--- src/rtl/line_clear_engine_if.sv ---
// Control handshake and board row-port bundle between line_clear_engine and its environment.
// master is the engine side; slave is the board owner / game controller side.
interface line_clear_engine_if #(
  parameter int COLS = 10,
  parameter int AW   = 5
);
  logic            start;
  logic            score_clr;
  logic            row_re;
  logic [AW-1:0]   row_raddr;
  logic [COLS-1:0] row_rdata;
  logic            row_we;
  logic [AW-1:0]   row_waddr;
  logic [COLS-1:0] row_wdata;
  logic            busy;
  logic            done;
  logic [AW-1:0]   lines_cleared;
  logic [15:0]     score;

  modport master (
    input  start, score_clr, row_rdata,
    output row_re, row_raddr, row_we, row_waddr, row_wdata,
           busy, done, lines_cleared, score
  );

  modport slave (
    output start, score_clr, row_rdata,
    input  row_re, row_raddr, row_we, row_waddr, row_wdata,
           busy, done, lines_cleared, score
  );
endinterface

--- src/rtl/line_clear_engine.sv ---
// Post-lock board compactor: reads rows bottom-up, drops full rows, writes kept rows down,
// zero-fills the top, then reports lines cleared and updates a saturating score.
module line_clear_engine #(
  parameter int ROWS = 20,
  parameter int COLS = 10,
  parameter int AW   = 5
) (
  input  logic                  clk,
  input  logic                  resetn,
  line_clear_engine_if.master   bus
);

  typedef enum logic [2:0] {IDLE, RD, EVAL, FILL, DONE} state_t;

  localparam logic [AW-1:0] LAST_ROW = AW'(ROWS - 1);

  state_t        state_reg;
  logic [AW-1:0] rd_reg;
  logic [AW-1:0] wr_reg;
  logic [AW-1:0] cnt_reg;
  logic [AW-1:0] raddr_reg;
  logic [AW-1:0] lines_reg;
  logic          re_reg;
  logic          busy_reg;
  logic          done_reg;
  logic [15:0]   score_reg;

  logic          row_full;
  logic          keep_row;
  logic          we;
  logic [AW-1:0] cnt_next;
  logic [3:0]    inc;
  logic [16:0]   score_sum;
  logic [15:0]   score_next;

  assign row_full = &bus.row_rdata;
  assign keep_row = (state_reg == EVAL) && !row_full;
  assign cnt_next = cnt_reg + AW'(row_full);

  // The write must share the EVAL cycle with the read data, so the write port is decoded, not registered.
  assign we            = keep_row || (state_reg == FILL);
  assign bus.row_we    = we;
  assign bus.row_waddr = we ? wr_reg : '0;
  assign bus.row_wdata = keep_row ? bus.row_rdata : '0;

  always_comb begin
    case (cnt_reg)
      AW'(0):  inc = 4'd0;
      AW'(1):  inc = 4'd1;
      AW'(2):  inc = 4'd3;
      AW'(3):  inc = 4'd5;
      default: inc = 4'd8;
    endcase
  end

  assign score_sum  = {1'b0, score_reg} + 17'(inc);
  assign score_next = score_sum[16] ? 16'hFFFF : score_sum[15:0];

  always_ff @(posedge clk or negedge resetn) begin
    if (!resetn) begin
      state_reg <= IDLE;
      rd_reg    <= '0;
      wr_reg    <= '0;
      cnt_reg   <= '0;
      raddr_reg <= '0;
      lines_reg <= '0;
      re_reg    <= 1'b0;
      busy_reg  <= 1'b0;
      done_reg  <= 1'b0;
      score_reg <= '0;
    end else begin
      done_reg <= 1'b0;
      case (state_reg)
        IDLE: begin
          if (bus.start) begin
            rd_reg    <= LAST_ROW;
            wr_reg    <= LAST_ROW;
            cnt_reg   <= '0;
            re_reg    <= 1'b1;
            raddr_reg <= LAST_ROW;
            busy_reg  <= 1'b1;
            state_reg <= RD;
          end
        end
        RD: begin
          re_reg    <= 1'b0;
          state_reg <= EVAL;
        end
        EVAL: begin
          cnt_reg <= cnt_next;
          if (!row_full) wr_reg <= wr_reg - 1'b1;
          if (rd_reg == '0) begin
            raddr_reg <= '0;
            if (cnt_next != '0) begin
              state_reg <= FILL;
            end else begin
              done_reg  <= 1'b1;
              lines_reg <= cnt_next;
              state_reg <= DONE;
            end
          end else begin
            rd_reg    <= rd_reg - 1'b1;
            re_reg    <= 1'b1;
            raddr_reg <= rd_reg - 1'b1;
            state_reg <= RD;
          end
        end
        FILL: begin
          if (wr_reg == '0) begin
            done_reg  <= 1'b1;
            lines_reg <= cnt_reg;
            state_reg <= DONE;
          end else begin
            wr_reg <= wr_reg - 1'b1;
          end
        end
        DONE: begin
          busy_reg  <= 1'b0;
          score_reg <= score_next;
          state_reg <= IDLE;
        end
        default: state_reg <= IDLE;
      endcase
      // A clear takes priority over the DONE increment above.
      if (bus.score_clr) score_reg <= '0;
    end
  end

  assign bus.row_re        = re_reg;
  assign bus.row_raddr     = raddr_reg;
  assign bus.busy          = busy_reg;
  assign bus.done          = done_reg;
  assign bus.lines_cleared = lines_reg;
  assign bus.score         = score_reg;

endmodule

--- src/flat_wrapper.sv ---
// flat-port wrapper written by rule: the top's interface ports become plain ports
module line_clear_engine_flat 
#(
  parameter int ROWS = 20,
  parameter int COLS = 10,
  parameter int AW   = 5
)
  (clk, resetn, bus_start, bus_score_clr, bus_row_rdata, bus_row_re, bus_row_raddr, bus_row_we, bus_row_waddr, bus_row_wdata, bus_busy, bus_done, bus_lines_cleared, bus_score);
  line_clear_engine_if #(.COLS(COLS), .AW(AW)) bus_i ();
  input  logic clk;
  input  logic resetn;
  input wire logic [$bits(bus_i.start)-1:0] bus_start;
  input wire logic [$bits(bus_i.score_clr)-1:0] bus_score_clr;
  input wire logic [$bits(bus_i.row_rdata)-1:0] bus_row_rdata;
  output wire logic [$bits(bus_i.row_re)-1:0] bus_row_re;
  output wire logic [$bits(bus_i.row_raddr)-1:0] bus_row_raddr;
  output wire logic [$bits(bus_i.row_we)-1:0] bus_row_we;
  output wire logic [$bits(bus_i.row_waddr)-1:0] bus_row_waddr;
  output wire logic [$bits(bus_i.row_wdata)-1:0] bus_row_wdata;
  output wire logic [$bits(bus_i.busy)-1:0] bus_busy;
  output wire logic [$bits(bus_i.done)-1:0] bus_done;
  output wire logic [$bits(bus_i.lines_cleared)-1:0] bus_lines_cleared;
  output wire logic [$bits(bus_i.score)-1:0] bus_score;
  assign bus_i.start = bus_start;
  assign bus_i.score_clr = bus_score_clr;
  assign bus_i.row_rdata = bus_row_rdata;
  assign bus_row_re = bus_i.row_re;
  assign bus_row_raddr = bus_i.row_raddr;
  assign bus_row_we = bus_i.row_we;
  assign bus_row_waddr = bus_i.row_waddr;
  assign bus_row_wdata = bus_i.row_wdata;
  assign bus_busy = bus_i.busy;
  assign bus_done = bus_i.done;
  assign bus_lines_cleared = bus_i.lines_cleared;
  assign bus_score = bus_i.score;
  line_clear_engine #(.ROWS(ROWS), .COLS(COLS), .AW(AW)) u_core (.clk(clk), .resetn(resetn), .bus(bus_i));
endmodule
--- config.mk ---
export PLATFORM = sky130hd
export DESIGN_NAME = line_clear_engine_flat
export DESIGN_NICKNAME = d
export VERILOG_FILES = /design/src/rtl/line_clear_engine_if.sv /design/src/rtl/line_clear_engine.sv /design/src/flat_wrapper.sv
export SDC_FILE = /design/constraint.sdc
export NUM_CORES = 1
export LEC_CHECK = 0
export CAP_MARGIN = 20
export CORE_MARGIN = 2
export CORE_UTILIZATION = 38
export DETAILED_ROUTE_END_ITERATION = 7
export MAX_ROUTING_LAYER = met4
export PLACE_DENSITY_LB_ADDON = 0.3
export SETUP_SLACK_MARGIN = 0.4
export SYNTH_ARGS = -nofsm -noshare
export SYNTH_HDL_FRONTEND = slang
export SYNTH_SLANG_ARGS = --single-unit
--- constraint.sdc ---
create_clock -name clk -period 7.45 [get_ports clk]
set_input_delay 0.745 -clock clk [delete_from_list [all_inputs] [get_ports clk]]
set_output_delay 0.745 -clock clk [all_outputs]
set_load 0.03 [all_outputs]
==> summary.md, run 1 <==
| Metric | Value |
|---|---|
| Post-DP HPWL | approximately 4800 um |
| Skew final | just under 0.006 ns |
| Max-Cap Viols | 0 |
| Tmin final | 3.97 ns |
| Max reg flops | 16 |
| Syn Inst Count | 296 |
| WS Path Type | in -> out |
| H-tree depth | 2 |
| Starting Density | about two fifths |
| Setup crit start kind | input pin |
| Placed instance area | 3420 um^2 |
| Prevailing post-synth register cell | dfrtp_1 |
| Max stage delay on crit path | about 0.61 ns |
| F_max | roughly 250 MHz |
| DR iter-0 viols | 132 |
| Fin. Hold Viols | 0 |
| Final setup viols | 0 |
| Sequential cell area | roughly 1200 um^2 |
| Total GRT Usage | between 10% and 20% |
| Post-CTS setup buffers | 0 |
| Hold Crit Class | in -> async |
| IO Count | 59 |
| Peak supply drop | about 0.12 mV |
| Vias in the first global route | between 2000 and 2500 |
| Cell Rows | 31 |
| Tcrit/Tclk final | between 50% and 60% |
| Crit path max fanout | 12 |
| WP data required | between 6 and 7 ns |
| First-pass GRT wire length | 12100 um |
| Area of the multi-input gates | approximately 1500 um^2 |
| Root buffer cell | clkbuf_8 |
| Netlist cell types | slightly above 60 |
| Via count | about 2500 |
| CP Capture Type | output pin |
| Critical-path cell list | clkdlybuf4s50_1 > nand4_1 > or3_1 > o21ai_0 > nor2_1 > clkdlybuf4s50_1 |
| Clock transition at path regs | 0.09 ns |
| Number of synthesized flops with an enable pin | 0 |
| Inserted Clock Buffers | 5 |
| Fin. max-slew vios | 0 |
| Sequential share of the synthesized area | a little over two fifths |
| Initial antenna violation count | 0 |
| CTS sink count | 47 |
| # port buffers | 58 |
| Diode count | 0 |
| Post-DRT Antenna Nets | 0 |
| Skew-Pair Late Insertion Delay | about 0.31 ns |
| Die area | between 8000 and 9000 um^2 |
| Routed wire per std cell | ~15 um |
| DR DRC count | 0 |
| Slew headroom | 34.0% |
| Clk buf depth | 2 |
| RSZ-0062 raised after global routing | false |
| Final Instance Area | 3560 um^2 |
| Vias per cell | approximately 5.5 |
| TritonCTS clock tree | built |
| Placer Congestion | around 0.9 |
| Critical path's slowest cell | o21ai_0 |
| Post-CTS Hold Fix Bufs | 0 |
| FILL cells | 679 |
| Crit path DAT | 3.23 ns |
| Family with the most delay on the worst path | buffers and inverters |
| Met2 wire len | between 3000 and 4000 um |
| Outcome | finished, final reports clean |
| Routed wl met3 | around 220 um |
| Top sig layer | met4 |
| Worst-margin pin slew | a little under 1 ns |
| Power Dens Cells | between 200 and 300 nW/um^2 |
| Core area | between 7000 and 8000 um^2 |
| Top cell by count, worst path | clkdlybuf4s50_1 |
| Syn_nets | 319 |
| Total gr overflow | 0 |
| Nets@finish | roughly 370 |
| Flops & latches, synth | 47 |
| Total power | just under 1 mW |
| Die Ht | about 90 um |
| Leakage | between 1.5 and 2 nW |
| Layout cells sized above 1 | around 8.9% |
| TNS Setup | 0 ns |
| Synthesis-to-layout area growth | 27.3% |
| Syn_area_per_cell | approximately 9.4 um^2 |
| First-pass iteration count of the detailed router | 4 |
| Cell Area, Synth | about 2800 um^2 |
| Crit path buf inv count | 2 |
| Drt total wl | around 7000 um |
| Die X | about 90 um |
| FFs w/ async S/R, synth | 100% |
| Post-cts resize count | 0 |
| Largest net degree at the start of global routing | between 40 and 50 |
| Synth warnings | 0 |
| WL met1 | 3310 um |
[where the power goes]
| part | internal [mW] | switching, mW | total, mW |
|---|---|---|---|
| Combinational | 0.181 | 0.259 | 0.440 |
| Clock | 0.100 | 0.0926 | 0.193 |
| Sequential | 0.300 | 0.0520 | 0.352 |
| Total | 0.580 | 0.404 | 0.984 |
[per-layer routing]
metal	up-vias	global-route usage, %
met4	0	4.62
met5	-	-
met3	7	2.51
met2	51	28.8
met1	1224	25.3
li1	1193	-
[layout by cell type (no fill, tap or decap), types with 3 or more instances in the layout]
cell / count
clkdlybuf4s50_1: 57
dfrtp_1: 47
nor2_1: 38
nand2_1: 18
and3_1: 15
inv_1: 13
o21ai_0: 13
a21oi_1: 10
nor3_1: 8
a31oi_1: 8
nand3_1: 8
a311oi_1: 8
ha_1: 8
mux2i_1: 7
a211oi_1: 6
a22o_1: 5
clkbuf_8: 5
nand4_1: 4
a21o_1: 4
a41oi_1: 4
xnor2_1: 3
or2_2: 3
nor4_4: 3
xor2_1: 3
nand2b_1: 3
o31ai_1: 3
[synthesized netlist by cell type, types with 2 or more instances]
library cell	number	area [um^2]
nor2b_1	2	12.5
xor2_1	3	26.3
a22o_1	5	43.8
or2_2	3	18.8
a31oi_1	8	50.1
a21o_1	4	30.0
nor4_1	2	12.5
and3_1	15	93.8
nand2_1	18	67.6
nor3_1	8	40.0
dfrtp_1	47	1180
nand2b_1	3	18.8
a31o_2	2	17.5
a311oi_1	8	70.1
a211oi_1	6	45.0
o31ai_1	3	22.5
a21oi_1	10	50.1
o21ai_0	13	65.1
nor4_4	3	63.8
and2_1	2	12.5
nor4b_2	2	30.0
clkbuf_1	9	33.8
nor2_1	38	143
nand4_1	4	25.0
ha_1	8	100
inv_1	13	48.8
buf_2	3	15.0
xnor2_1	3	26.3
nand3_1	8	40.0
or3_1	2	12.5
a41oi_1	4	35.0
mux2i_1	7	70.1
[area by class of cell]
type | instances | area share (%)
Clock buffer | 5 | 1.94
Sequential cell | 47 | 33.1
Inverter | 13 | 1.37
Multi-Input combinational cell | 220 | 41.7
Timing Repair Buffer | 61 | 17.2
Tap cell | 99 | 3.48
Clock inverter | 3 | 1.23
[metrics by stage]
| stage | hold slack (ns) | util [%] | instances | worst slack [ns] |
|---|---|---|---|---|
| final | 0.279 | 49.6 | 448 | 3.48 |
| after global routing | 0.285 | 49.6 | 448 | 3.27 |
| after CTS | 0.508 | 49.3 | 447 | 3.47 |
| after detailed placement | 0.474 | 47.7 | 439 | 3.47 |
| after global placement | 0.486 | 47.7 | 439 | 3.55 |
| after floorplan | 0.449 | - | 296 | 4.66 |
[cells by family after synthesis]
kind of cell	share of synthesized area [%]
flops	42.1
compound gates	19.5
simple gates	24.5
mux	2.91
xor+xnor	1.88
buf+inv	4.79
fa+ha+maj	4.30
[worst paths after layout]
path                                               from                      end  slack [ns]  cells after the start
min in group clk                u_core.bus.row_raddr[4]  u_core.bus.row_raddr[4]        0.51                      2
max in group asynchronous                        resetn      u_core.bus.score[4]        6.69                      2
worst max-delay path                   bus_row_rdata[1]         bus_row_waddr[2]        3.48                      6
worst min-delay path                             resetn     u_core.bus.score[12]        0.28                      1
worst min register to register  u_core.bus.row_raddr[4]  u_core.bus.row_raddr[4]        0.51                      2
worst max register to register        u_core.cnt_reg[3]      u_core.bus.score[5]        4.60                      9
[worst register-to-register path, cell delays in order (launching register included)]
cell and delay, ns:
dfrtp_1 0.49, nor3_1 0.12, inv_1 0.09, nor2_1 0.05
ha_1 0.22, fa_1 0.41, a21o_1 0.21, a21o_1 0.31
a2111oi_0 0.67, a2111oi_2 0.12
(Power assumes the default switching activity.)
==> run 2, diff against run 1 <==
==> constraint.sdc (replaced) <==
create_clock -name clk -period 3.2 [get_ports clk]
set_input_delay 0.32 -clock clk [delete_from_list [all_inputs] [get_ports clk]]
set_output_delay 0.32 -clock clk [all_outputs]
set_load 0.03 [all_outputs]
==> run 2 against run 1 <==
  * The flow now finishes with violations (negative hold slack)
  * Clock skew up 0.0018 ns
  * Cell area increased by 0.35%
  * Die area unchanged
  * First-iteration DRC count fell by 18%
  * Highest routed layer unchanged
==> summary.md, run 2 (synthesis results as in run 1) <==
| Metric | Value |
|---|---|
| Layout cells sized above 1 | 9.71% (was 8.88%) |
| WS Path Type | reg -> reg (was in -> out) |
| Crit path DAT | 2.77 ns (was 3.23 ns) |
| Clk buf depth | 2 (unchanged) |
| F_max | 381 MHz |
| CTS sink count | 47 (unchanged) |
| Total GRT Usage | 17.9% (was 18.3%) |
| Met2 Use GR | 27.2% (was 28.8%) |
| Placer Congestion | 0.833 (was 0.884) |
| Initial antenna violation count | 0 (unchanged) |
| PnR worst setup slack | 0.573 ns (was 3.48 ns) |
| Placed Instances | 442 (was 439) |
| TritonCTS clock tree | built (unchanged) |
| Core area | 7180 um^2 (unchanged) |
| Largest net degree at the start of global routing | 48 (unchanged) |
| Leakage | 1.60 nW (was 1.53 nW) |
| Vias in the first global route | 2363 (was 2430) |
| DR DRC count | 0 (unchanged) |
| Setup crit start kind | flop (was input pin) |
| Power Dens Cells | 615 nW/um^2 (was 277 nW/um^2) |
| Hold Crit Class | in -> async (unchanged) |
| TNS Setup | 0 ns (unchanged) |
| Inserted Clock Buffers | 5 (unchanged) |
| Cell depth of the worst setup path | 9 (was 6) |
| Final Instance Area | 3570 um^2 (was 3560 um^2) |
| IO Count | 59 (unchanged) |
| CP Capture Type | flop (was output pin) |
| Crit path buf inv count | 1 (was 2) |
| Via count | 2473 (was 2475) |
| Failing checks | negative hold slack |
| Worst-margin pin slew | 0.709 ns (was 0.986 ns) |
| Placed instance area | 3450 um^2 (was 3420 um^2) |
| Starting Density | 38.9% (unchanged) |
| Critical-path cell list | nor3_1 > inv_1 > nor2_1 > ha_1 > fa_1 > a21o_1 > a21o_2 > a2111oi_0 > a2111oi_2 (was clkdlybuf4s50_1 > nand4_1 > or3_1 > o21ai_0 > nor2_1 > clkdlybuf4s50_1) |
| Post-DRT Antenna Nets | 0 (unchanged) |
| First-pass GRT wire length | 11600 um (was 12100 um) |
| Commonest non-fill, non-tap cells in the layout | 51 x clkdlybuf4s50_1, 47 x dfrtp_1, 38 x nor2_1 (was 57 x clkdlybuf4s50_1, 47 x dfrtp_1, 38 x nor2_1) |
| Reg2Reg Capture Point | u_core.bus.score[5] (unchanged) |
| Final core utilization | 49.7% (was 49.6%) |
| Crit path max fanout | 10 (was 12) |
| Fin. max-slew vios | 0 (unchanged) |
| Tmin final | approximately 2.6 ns |
| Skew final | 0.00764 ns (was 0.00587 ns) |
| Slew headroom | 52.6% (was 34.0%) |
| Sequential cell area | 1180 um^2 (unchanged) |
| Outcome | finished with violations (was finished, final reports clean) |
| DR iter-0 viols | 108 (was 132) |
| Clock transition at path regs | 0.08 ns (was 0.09 ns) |
| H-tree depth | 2 (unchanged) |
| Fin Hold WS | -0.0277 ns (was 0.279 ns) |
| RSZ-0062 raised after global routing | false (unchanged) |
| Max reg flops | 16 (unchanged) |
| Die Ht | 89.7 um (unchanged) |
| Diode count | 0 (unchanged) |
| Die X | 89.7 um (unchanged) |
| Non-filler cells, final | 449 (was 448) |
| Post-DP HPWL | 4860 um (was 4820 um) |
| Met1 usage | 24.5% (was 25.3%) |
| WP data required | 3.35 ns (was 6.70 ns) |
| FILL cells | 681 (was 679) |
| First-pass iteration count of the detailed router | 4 (unchanged) |
| Peak supply drop | 0.214 mV (was 0.119 mV) |
| R2r setup slk | 0.57 ns (was 4.60 ns) |
| Skew-Pair Late Insertion Delay | 0.29 ns (was 0.31 ns) |
| Nets@finish | 374 (was 371) |
| Family with the most delay on the worst path | compound AO/OA/AOI/OAI gates (was buffers and inverters) |
| Max-Cap Viols | 0 (unchanged) |
| Area of the multi-input gates | 1500 um^2 (was 1480 um^2) |
| Setup slack at placement | 0.186 ns (was 3.47 ns) |
| Final setup viols | 0 (unchanged) |
| GR peak layer | met2 (unchanged) |
| Drt total wl | 6850 um (was 6880 um) |
| Total power | 2.20 mW (was 984 uW) |
| Total gr overflow | 0 (unchanged) |
| Post-CTS setup buffers | 0 (unchanged) |
| Commonest non-fill, non-tap cell in the layout | clkdlybuf4s50_1 (unchanged) |
| Tcrit/Tclk final | between 80% and 90% |
| Fin. Hold Viols | 18 (was 0) |
| Worst Reg-to-Reg Cells | 9 (unchanged) |
| Reg2reg start | u_core.cnt_reg[3] (unchanged) |
| Max stage delay on crit path | 0.49 ns (was 0.61 ns) |
| Critical path's slowest cell | a2111oi_0 (was o21ai_0) |
| Die area | 8050 um^2 (unchanged) |
| Grt met3 use | 2.60% (was 2.51%) |
| # port buffers | 58 (unchanged) |
| Root buffer cell | clkbuf_8 (unchanged) |
| Cell Rows | 31 (unchanged) |
| Post-CTS Hold Fix Bufs | 0 (unchanged) |
| Routed wire per std cell | 15.3 um (was 15.4 um) |
| Vias per cell | 5.51 (was 5.52) |
| Synthesis-to-layout area growth | 27.7% (was 27.3%) |
[run 2: power by group]
group | total (mW) | leakage (nW) | internal (mW) | switching [mW]
logic | 1.05 | 0.949 | 0.439 | 0.611
registers | 0.820 | 0.613 | 0.698 | 0.122
clock network | 0.326 | 0.0371 | 0.146 | 0.180
total | 2.20 | 1.60 | 1.28 | 0.913
[run 2: final cells by class]
| class | instances | share of cell area [%] |
|---|---|---|
| clock buffers | 6 | 2.03 |
| repair buffers | 64 | 18.2 |
| flip-flops and latches | 47 | 33.0 |
| inverters | 13 | 1.37 |
| multi-input cells | 220 | 42.0 |
| well taps | 99 | 3.47 |
[run 2: worst register-to-register path: cells and delay by family, from the launching register on]
family	cells	cell delay [ns]
buffers and inverters	1	0.10
AO/OA/AOI/OAI	4	1.10
flip-flops	1	0.48
AND/OR/NAND/NOR	2	0.17
adder cells (fa/ha/maj)	2	0.62
[run 2: worst max path at each step]
stage	start	endpoint	slack, ns
global route	u_core.cnt_reg[2]	u_core.bus.score[5]	0.41
floorplan	u_core.cnt_reg[3]	u_core.bus.score[5]	0.64
finish	u_core.cnt_reg[3]	u_core.bus.score[5]	0.57
global placement	bus_row_rdata[0]	u_core.state_reg[2]	0.25
detailed placement	bus_row_rdata[0]	u_core.bus.done	0.19
CTS	u_core.state_reg[1]	bus_row_wdata[3]	0.43
[run 2: timing repair]
item | in CTS | in global routing
resized for setup | 1 | 9
setup endpoints to repair | 6 | 24
hold endpoints to repair | 0 | 0
cloned | 0 | 0
[run 2: layer usage]
layer | share of wire, % | vias up
met3 | 2.8 | 12
met1 | 48 | 1205
met2 | 47 | 52
met4 | 2.0 | 0
met5 | 0 | -
li1 | - | 1204
==> run 3, diff against run 2 <==
==> constraint.sdc (replaced) <==
create_clock -name clk -period 2.2 [get_ports clk]
set_input_delay 0.22 -clock clk [delete_from_list [all_inputs] [get_ports clk]]
set_output_delay 0.22 -clock clk [all_outputs]
set_load 0.03 [all_outputs]
==> run 3 against run 2 <==
  * The run ends with negative setup slack left
  * Wire length grew 38%
  * Sequential power is 45% higher
  * Maximum frequency up 17%
  * Cell area up 33%
  * Largest power group unchanged
==> summary.md, run 3 (synthesis results as in run 1) <==
| Metric | Value |
|---|---|
| R2r setup slk | -0.05 ns (was 0.57 ns) |
| Peak supply drop | 0.530 mV (was 0.214 mV) |
| Commonest non-fill, non-tap cells in the layout | 56 x buf_4, 46 x dfrtp_1, 42 x buf_6 (was 51 x clkdlybuf4s50_1, 47 x dfrtp_1, 38 x nor2_1) |
| Power Dens Cells | 912 nW/um^2 (was 615 nW/um^2) |
| PnR worst setup slack | -0.0473 ns (was 0.573 ns) |
| DR iter-0 viols | 123 (was 108) |
| Vias in the first global route | 2800 (was 2363) |
| WS Path Type | reg -> reg (unchanged) |
| Critical-path cell list | nor2_2 > nor2_2 > ha_2 > fa_2 > a21o_1 > a21o_4 > buf_6 > a2111oi_4 > a2111oi_2 (was nor3_1 > inv_1 > nor2_1 > ha_1 > fa_1 > a21o_1 > a21o_2 > a2111oi_0 > a2111oi_2) |
| Die area | 8050 um^2 (unchanged) |
| First-pass GRT wire length | 13300 um (was 11600 um) |
| Post-DP HPWL | 5250 um (was 4860 um) |
| Non-filler cells, final | 524 (was 449) |
| Fin Hold WS | 0.421 ns (was -0.0277 ns) |
| Synthesis-to-layout area growth | 70.1% (was 27.7%) |
| Comb pwr share | 54.3% (was 47.8%) |
| Placed Instances | 471 (was 442) |
| DR DRC count | 0 (unchanged) |
| Outcome | finished with violations (unchanged) |
| IO Count | 59 (unchanged) |
| Sequential share of power | 27.3% (was 37.3%) |
| Vias per cell | 5.71 (was 5.51) |
| Die Ht | 89.7 um (unchanged) |
| Slew headroom | 44.6% (was 52.6%) |
| Final setup viols | 2 (was 0) |
| Sequential cell area | 1180 um^2 (about the same) |
| H-tree depth | 2 (unchanged) |
| FILL cells | 525 (was 681) |
| RSZ-0062 raised after global routing | true (was false) |
| CTS sink count | 47 (unchanged) |
| Diode count | 0 (unchanged) |
| Crit path max fanout | 4 (was 10) |
| WP data required | 2.37 ns (was 3.35 ns) |
| Inserted Clock Buffers | 5 (unchanged) |
| Max-Cap Viols | 0 (unchanged) |
| Total GRT Usage | 20.5% (was 17.9%) |
| Drt total wl | 9440 um (was 6850 um) |
| Setup crit start kind | flop (unchanged) |
| Initial antenna violation count | 0 (unchanged) |
| Tcrit/Tclk final | 102% (was 82.1%) |
| Via count | 2994 (was 2473) |
| F_max | 445 MHz (was 381 MHz) |
| Fin. Hold Viols | 0 (was 18) |
| TritonCTS clock tree | built (unchanged) |
| First-pass iteration count of the detailed router | 4 (unchanged) |
| Core area | 7180 um^2 (unchanged) |
| Max stage delay on crit path | 0.41 ns (was 0.49 ns) |
| Clk buf depth | 2 (unchanged) |
| Clock share of power | 18.3% (was 14.8%) |
| Leakage | 2.09 nW (was 1.60 nW) |
| CP Capture Type | flop (unchanged) |
| Skew final | 0.0219 ns (was 0.00764 ns) |
| Die X | 89.7 um (unchanged) |
| Sw Share | 40.1% (was 41.6%) |
| Placer Congestion | 0.844 (was 0.833) |
| Cell Rows | 31 (unchanged) |
| # port buffers | 58 (unchanged) |
| Skew-Pair Late Insertion Delay | 0.32 ns (was 0.29 ns) |
| Total gr overflow | 0 (unchanged) |
| Clock transition at path regs | 0.11 ns (was 0.08 ns) |
| Max reg flops | 16 (unchanged) |
| Crit path DAT | 2.42 ns (was 2.77 ns) |
| Critical path's slowest cell | dfrtp_1 (was a2111oi_0) |
| Top cell by count, worst path | nor2_2 |
| Post-DRT Antenna Nets | 0 (unchanged) |
| Nets@finish | 447 (was 374) |
| Root buffer cell | clkbuf_8 (unchanged) |
| Starting Density | 38.9% (unchanged) |
| Worst-margin pin slew | 0.829 ns (was 0.709 ns) |
| Fin. max-slew vios | 0 (unchanged) |
| Failing checks | negative setup slack (was negative hold slack) |
| Pint | 2.60 mW (was 1.28 mW) |
| Routed wire per std cell | 18.0 um (was 15.3 um) |
| Hold Crit Class | in -> async (unchanged) |
| Area of the multi-input gates | 1990 um^2 (was 1500 um^2) |
| Largest net degree at the start of global routing | 27 (was 48) |
| Family with the most delay on the worst path | compound AO/OA/AOI/OAI gates (unchanged) |
| Commonest non-fill, non-tap cell in the layout | buf_4 (was clkdlybuf4s50_1) |
| Crit path buf inv count | 1 (unchanged) |
| Layout cells sized above 1 | 47.3% (was 9.71%) |
| Tmin final | 2.25 ns (was 2.63 ns) |
| Switching power | 1.74 mW (was 913 uW) |
run 3: timing repair:
| action | CTS | global route |
|---|---|---|
| setup buffers | 34 | 9 |
| hold buffers | 1 | 0 |
| hold endpoints to repair | 21 | 0 |
| endpoints found under the setup margin | 54 | 59 |
| pin swaps | 18 | 29 |
| resized for setup | 94 | 108 |
| cloned | 1 | 0 |
run 3: cell type report:
cell class / count / share of cell area [%]
clock inverter: 3 / 1.42
sequential: 47 / 24.8
multi-input combinational: 220 / 41.9
timing repair buffer: 137 / 26.7
clock buffer: 5 / 1.45
tap: 99 / 2.61
inverter: 13 / 1.08
run 3: worst register-to-register path: stages (launching register included):
cell and delay [ns]:
dfrtp_1 0.41, nor2_2 0.16, nor2_2 0.06, ha_2 0.19
fa_2 0.37, a21o_1 0.19, a21o_4 0.25, buf_6 0.12
a2111oi_4 0.29, a2111oi_2 0.06
run 3: metrics by stage:
stage | instance area, um^2 | worst slack, ns | total power [mW] | setup TNS [ns] | util [%]
2_1_floorplan | 2930 | 0.0853 | 2.20 | 0 | -
3_3_place_gp | 3740 | -0.307 | 2.74 | -4.10 | 52.2
3_5_place_dp | 3740 | -0.365 | 2.78 | -5.00 | 52.2
4_1_cts | 4210 | 0.0220 | 3.86 | 0 | 58.7
5_1_grt | 4750 | -0.161 | 4.52 | -0.768 | 66.2
6_report | 4750 | -0.0473 | 4.34 | -0.0766 | 66.2
run 3: routing by layer:
metal  GRT usage [%]  share of wire [%]  wire length [um]
met1            25.9                 42              3990
met2            34.4                 51              4830
met3            3.02                4.4               412
met4            5.90                2.3               217
met5               -                  0                 0
run 3: path summary, 6_finish.rpt:
check | startpoint | to | cells past startpoint
min reg2reg | u_core.bus.busy | u_core.bus.busy | 1
min in group clk | bus_row_rdata[6] | u_core.wr_reg[2] | 6
max | u_core.cnt_reg[1] | u_core.bus.score[5] | 9
max reg2reg | u_core.cnt_reg[1] | u_core.bus.score[5] | 9
max in group asynchronous | resetn | u_core.cnt_reg[0] | 3
min | resetn | u_core.bus.score[9] | 2
run 3: power groups by stage:
| stage | Sequential [mW] | Clock [mW] | Combinational, mW |
|---|---|---|---|
| global route | 1.20 | 0.827 | 2.49 |
| floorplan | 1.25 | 0 | 0.952 |
| finish | 1.19 | 0.795 | 2.36 |
| CTS | 1.17 | 0.791 | 1.90 |
| detailed placement | 1.17 | 0 | 1.61 |
| global placement | 1.17 | 0 | 1.57 |
